`src/rtl/irq_pkg.sv`:
```
// Shared constants for the external interrupt controller: register word
// offsets, default source count and the architectural source limit.
package irq_pkg;

   localparam int N_SRC_DEFAULT = 8;
   localparam int MAX_SRC       = 31;
   localparam int BUS_DW        = 32;

   localparam logic [2:0] OFF_ENABLE  = 3'd0;
   localparam logic [2:0] OFF_MODE    = 3'd1;
   localparam logic [2:0] OFF_PENDING = 3'd2;
   localparam logic [2:0] OFF_CLAIM   = 3'd3;
   localparam logic [2:0] OFF_SOFT    = 3'd4;

endpackage

```
`src/rtl/irq_sync.sv`:
```
// Two-flop synchronizer bringing asynchronous interrupt lines into the clk domain.
module irq_sync #(
   parameter int W = 1
) (
   input  logic         clk,
   input  logic         rst_n,
   input  logic [W-1:0] d_i,
   output logic [W-1:0] q_o
);

   logic [W-1:0] meta_d, meta_q;
   logic [W-1:0] sync_d, sync_q;

   always_comb begin
      meta_d = d_i;
      sync_d = meta_q;
   end

   always_ff @(posedge clk or negedge rst_n) begin
      if (!rst_n) begin
         meta_q <= '0;
         sync_q <= '0;
      end else begin
         meta_q <= meta_d;
         sync_q <= sync_d;
      end
   end

   assign q_o = sync_q;

endmodule

```
`src/rtl/ext_irq_ctrl.sv`:
```
// External interrupt controller: synchronised edge/level sources, fixed-priority
// claim/complete arbitration and a software interrupt bit behind a simple bus.
module ext_irq_ctrl
   import irq_pkg::*;
#(
   parameter int N_SRC = N_SRC_DEFAULT,
   parameter int DW    = BUS_DW
) (
   input  logic             clk,
   input  logic             rst_n,
   input  logic [N_SRC-1:0] irq_src_i,
   input  logic             bus_req_i,
   input  logic             bus_we_i,
   input  logic [4:0]       bus_addr_i,
   input  logic [DW-1:0]    bus_wdata_i,
   output logic [DW-1:0]    bus_rdata_o,
   output logic             bus_ack_o,
   output logic             irq_ext_o,
   output logic             irq_soft_o
);

   logic [N_SRC-1:0] sync_lvl;
   logic [N_SRC-1:0] prev_d, prev_q;
   logic [1:0]       fill_d, fill_q;
   logic             armed;
   logic [N_SRC-1:0] rise;

   logic [N_SRC-1:0] enable_d, enable_q;
   logic [N_SRC-1:0] mode_d, mode_q;
   logic [N_SRC-1:0] pending_d, pending_q;
   logic [N_SRC-1:0] insvc_d, insvc_q;
   logic             soft_d, soft_q;
   logic             ack_d, ack_q;
   logic [DW-1:0]    rdata_d, rdata_q;

   logic [N_SRC-1:0] cand;
   logic             win_vld;
   logic [4:0]       win_id;

   logic [2:0]       word;
   logic             rd_req, wr_req, claim_rd;
   logic [N_SRC-1:0] claim_clr, done, w1c, mode_chg;
   logic             unused_addr;

   irq_sync #(.W(N_SRC)) u_sync (
      .clk   (clk),
      .rst_n (rst_n),
      .d_i   (irq_src_i),
      .q_o   (sync_lvl)
   );

   // Edges are ignored until the chain and prev flop hold real post-reset samples,
   // so a line already high at reset release never looks like a rising edge.
   always_comb begin
      armed  = (fill_q == 2'd3);
      fill_d = armed ? fill_q : fill_q + 2'd1;
      prev_d = sync_lvl;
      rise   = armed ? (sync_lvl & ~prev_q) : '0;
   end

   // Fixed priority: lowest index wins among enabled, pending, not-in-service sources.
   always_comb begin
      cand    = pending_q & enable_q & ~insvc_q;
      win_vld = 1'b0;
      win_id  = '0;
      for (int i = N_SRC - 1; i >= 0; i--) begin
         if (cand[i]) begin
            win_vld = 1'b1;
            win_id  = 5'(i);
         end
      end
   end

   assign word        = bus_addr_i[4:2];
   assign rd_req      = bus_req_i & ~bus_we_i;
   assign wr_req      = bus_req_i & bus_we_i;
   assign claim_rd    = rd_req && (word == OFF_CLAIM) && win_vld;
   assign unused_addr = ^bus_addr_i[1:0];

   always_comb begin
      w1c = (wr_req && word == OFF_PENDING) ? bus_wdata_i[N_SRC-1:0] : '0;
      for (int i = 0; i < N_SRC; i++) begin
         claim_clr[i] = claim_rd && (win_id == 5'(i));
         done[i]      = wr_req && (word == OFF_CLAIM) && (bus_wdata_i == DW'(i + 1));
      end
   end

   always_comb begin
      enable_d = enable_q;
      mode_d   = mode_q;
      soft_d   = soft_q;
      if (wr_req && word == OFF_ENABLE) enable_d = bus_wdata_i[N_SRC-1:0];
      if (wr_req && word == OFF_MODE)   mode_d   = bus_wdata_i[N_SRC-1:0];
      if (wr_req && word == OFF_SOFT)   soft_d   = bus_wdata_i[0];
      mode_chg = mode_d ^ mode_q;

      insvc_d = (insvc_q | claim_clr) & ~done;

      // A new edge outranks a coincident claim/W1C; a mode switch outranks both.
      for (int i = 0; i < N_SRC; i++) begin
         if (mode_q[i]) pending_d[i] = (pending_q[i] & ~claim_clr[i] & ~w1c[i]) | rise[i];
         else           pending_d[i] = sync_lvl[i];
      end
      pending_d = pending_d & ~mode_chg;
   end

   always_comb begin
      ack_d   = bus_req_i;
      rdata_d = '0;
      if (rd_req) begin
         case (word)
            OFF_ENABLE:  rdata_d = DW'(enable_q);
            OFF_MODE:    rdata_d = DW'(mode_q);
            OFF_PENDING: rdata_d = DW'(pending_q);
            OFF_CLAIM:   rdata_d = win_vld ? DW'(win_id) + DW'(1) : '0;
            OFF_SOFT:    rdata_d = DW'(soft_q);
            default:     rdata_d = '0;
         endcase
      end
   end

   always_ff @(posedge clk or negedge rst_n) begin
      if (!rst_n) begin
         prev_q    <= '0;
         fill_q    <= '0;
         enable_q  <= '0;
         mode_q    <= '0;
         pending_q <= '0;
         insvc_q   <= '0;
         soft_q    <= 1'b0;
         ack_q     <= 1'b0;
         rdata_q   <= '0;
      end else begin
         prev_q    <= prev_d;
         fill_q    <= fill_d;
         enable_q  <= enable_d;
         mode_q    <= mode_d;
         pending_q <= pending_d;
         insvc_q   <= insvc_d;
         soft_q    <= soft_d;
         ack_q     <= ack_d;
         rdata_q   <= rdata_d;
      end
   end

   assign irq_ext_o   = |cand;
   assign irq_soft_o  = soft_q;
   assign bus_ack_o   = ack_q;
   assign bus_rdata_o = rdata_q;

endmodule

```
`config.mk`:
```
export PLATFORM = sky130hd
export DESIGN_NAME = ext_irq_ctrl
export DESIGN_NICKNAME = d
export VERILOG_FILES = /design/src/rtl/irq_pkg.sv /design/src/rtl/irq_sync.sv /design/src/rtl/ext_irq_ctrl.sv
export SDC_FILE = /design/constraint.sdc
export NUM_CORES = 1
export LEC_CHECK = 0
export CAP_MARGIN = 5
export CORE_ASPECT_RATIO = 0.7
export CORE_MARGIN = 5
export CORE_UTILIZATION = 53
export CTS_CLUSTER_SIZE = 14
export DETAILED_ROUTE_END_ITERATION = 8
export PLACE_DENSITY = 0.91
export REMOVE_ABC_BUFFERS = 1
export SLEW_MARGIN = 20
export SYNTH_ARGS = -nofsm -noshare
export SYNTH_HDL_FRONTEND = slang
export SYNTH_HIERARCHICAL = 1
export SYNTH_SLANG_ARGS = --single-unit
```
`constraint.sdc`:
```
create_clock -name clk -period 3.12 [get_ports clk]
set_clock_uncertainty 0.2 [all_clocks]
set_input_delay 0.78 -clock clk [delete_from_list [all_inputs] [get_ports clk]]
set_output_delay 0.78 -clock clk [all_outputs]
set_load 0.03 [all_outputs]
```
==> impl_metrics.ini <==
[yosys]
synthAdderAreaFrac_pct = 1.89
synthDominantCellAreaShare_pct = 51.5
ys_ff_latch = 68
yosysWarnings = 6
muxShareOfSynthArea_pct = 5.15
synth.area.top_cells = dfrtp_1, buf_4, nand2_1, nand3b_1, mux2_2
ys_async_sr_fraction_pct = 100
post-synth-top-count-cell = dfrtp_1
ys.flop_type = dfrtp_1
yosys.area.top_type = dfrtp_1
yosys.area_share.simple_pct = 20.2
synth-edff-count = 0
yosysSeqAreaShare_pct = 51.5
synth_top_family_by_area = simple AND/OR/NAND/NOR gates
synthTopCellsByCount = dfrtp_1, nand2_1, buf_4
synth_xor_area_share_pct = 0.530
syn-cell-area_um2 = 3300
synthCells = 325
avgSynthCellArea_um2 = 10.2
synth_compound_area_share_pct = 12.6
yosysUniqueCellTypes = 47

[route]
detail-route-antenna-nets = 0
routedWlPerCell_um = 18.3
via_per_inst = 5.73
vias = 2780
met1_length_um = 3900
dr.pass1.iters = 5
drtIter0Drc = 244
met2_length_um = 3950
wirelength_um = 8890
met3_length_um = 901
top_layer = met4
drc_errors = 0

[worst_setup_path]
crit_family = simple AND/OR/NAND/NOR gates
worstPathCellList = and3b_1 -> nor2b_1 -> nand4bb_1 -> dlymetal6s2s_1
arrival_ns = 1.72
critPathSlowestCell = dfrtp_1
criticalPathCategory = reg -> out
max_stage_delay_ns = 0.40
crit_fanout = 3
end_kind = output port
start_kind = register
worst-path-buf-inv = 1
worstPathRequired_ns = 2.14

[floorplanning]
core_area_um2 = 6160
num_io_pins = 84
die_h_um = 76.1
start_util_pct = 53.7
die-area_um2 = 7940
dieWidth_um = 104
row_count = 24

[power_and_ir_drop]
swShare_pct = 33.0
p_int_w = 0.00164
power.density_nw_per_um2 = 584
pwr-share-comb_pct = 25.6
power_frac_seq_pct = 44.3
switchingPower_w = 0.000808
power_frac_clock_pct = 30.1
leakagePower_nw = 1.86
vdd_drop_max_uv = 322

[global_routing]
grt_pass1_wl_um = 14700
grt_usage_pct = 23.4
grt_max_degree = 69
antenna_found_initial = 0
overflow = 0
grt_pass1_vias = 2755

[clocking]
insertion_delay_ns = 0.35
post_cts_buffers = 0
clkTransAtPathRegs_ns = 0.08
root_buffer = clkbuf_8
cts_tree = built
cts-buffers-inserted = 9
numClockSinks = 68
h-tree-depth = 3
cts_max_path_buffers = 2

[final_layout]
antenna_cells = 0
area_delta_synth_final_pct = 27.1
fillers = 475
nets = 456
drive_gt1_share_pct = 12.5
finalInstanceArea_um2 = 4200

[status]
status = finished clean

[timing]
clock.fmax_ghz = 0.371
hold_violations = 0
finalSetupViolations = 0
finalMaxSlewViolations = 0
min_period_ns = 2.70
tns_ns = 0
rsz0062_at_grt = no
finalCritPeriodShare_pct = 86.4

[job]
maxCapViolCount = 0

[placed_design]
gp_congestion = 0.940
place_area_um2 = 4000
io_buffers = 57
dpl.hpwl_um = 6490

[worst_hold_path]
hold_class = reg -> reg
worst reg2reg max path, cell delays in order (launching register included):
cell      delay [ns]
dfrtp_1         0.41
and3b_1         0.24
o211ai_1        0.17
nand3_1         0.23
a21oi_1         0.33
inv_1           0.08
ha_1            0.27
nand3_1         0.11
a31oi_1         0.09
a311oi_1        0.28
layer usage:
layer / global-route usage, % / up-vias
met2: 33.8 / 154
met3: 7.79 / 23
li1: - / 1266
met4: 7.63 / 0
met5: 0 / -
met1: 33.3 / 1337
power groups by stage:
stage                     combinational (W)  sequential (W)  clock [W]
after floorplan                    0.000350         0.00109          0
after global placement             0.000603         0.00109          0
after detailed placement           0.000611         0.00110          0
after CTS                          0.000617         0.00108   0.000752
after global routing               0.000680         0.00110   0.000794
final                              0.000628         0.00109   0.000739
worst paths after layout:
path                                  start        endpoint  slack, ns  cells past startpoint
min                        u_sync/meta_q[2]   u_sync/q_o[2]       0.15                      0
min in group asynchronous             rst_n       mode_q[1]       0.22                      2
max reg2reg                    pending_q[6]    pending_q[2]       0.62                      9
min reg2reg                u_sync/meta_q[2]   u_sync/q_o[2]       0.15                      0
max                             enable_q[4]       irq_ext_o       0.42                      4
max in group asynchronous             rst_n  bus_rdata_o[4]       2.19                      2
through the flow:
step / util (%) / cells / hold slack (ns) / total power [W] / worst slack [ns]
2_1_floorplan: - / 312 / 0.131 / 0.00144 / 0.785
3_3_place_gp: 65.0 / 469 / 0.133 / 0.00169 / 0.194
3_5_place_dp: 65.0 / 469 / 0.135 / 0.00171 / 0.140
4_1_cts: 68.2 / 485 / 0.151 / 0.00245 / 0.0822
5_1_grt: 68.3 / 485 / 0.156 / 0.00257 / 0.302
6_report: 68.3 / 485 / 0.150 / 0.00245 / 0.423
what timing repair did:
item,in CTS,in global routing
hold buffers,0,0
endpoints found under the setup margin,0,1
gates resized for setup,0,1
sequential cells by signal, summed over array words and instances, names as in the netlist:
| signal | count |
|---|---|
| u_sync/meta_q | 8 |
| fill_q | 2 |
| irq_soft_o | 1 |
| insvc_q | 8 |
| bus_ack_o | 1 |
| prev_q | 8 |
| pending_q | 8 |
| u_sync/q_o | 8 |
| mode_q | 8 |
| enable_q | 8 |
| bus_rdata_o | 8 |
cell usage in the layout (no fill, tap or decap), types with 2 or more instances in the layout:
cell	Yosys	final
a211o_1	2	2
a21oi_1	17	17
a2bb2oi_1	5	5
a311oi_1	2	2
a31oi_1	12	12
and3_1	4	4
and3b_1	3	3
buf_4	24	21
clkbuf_8	0	9
clkdlybuf4s50_1	0	55
clkinv_4	0	2
conb_1	1	24
dfrtp_1	68	68
ha_1	5	5
inv_1	8	8
inv_6	0	2
mux2_2	8	8
mux2i_1	8	8
nand2_1	42	42
nand2b_1	3	3
nand3_1	6	6
nand3b_1	14	14
nand4_1	4	4
nor2_1	23	23
nor2b_1	3	3
nor3_1	4	4
nor4_1	7	7
nor4b_1	3	3
o211ai_1	3	3
o21a_1	2	2
o21ai_0	13	13
o31ai_1	2	2
xnor2_1	2	2
cell families after synthesis:
family,Yosys count
other,1
and+or+nand+nor,124
buffers and inverters,44
muxes,16
AOI/OAI and AO/OA,65
xor gates and xnor gates,2
DFF,68
adders and majority gates,5
layout make-up:
class                      instances  area, µm²  share of cell area, %
multi-input combinational        236       1430                   33.9
sequential                        68       1700                   40.5
tap                               78       97.6                   2.32
timing repair buffer              79        746                   17.7
clock inverter                     6       72.6                   1.73
inverter                           8       30.0                  0.715
clock buffer                      10        128                   3.04
(Power assumes the default switching activity.)
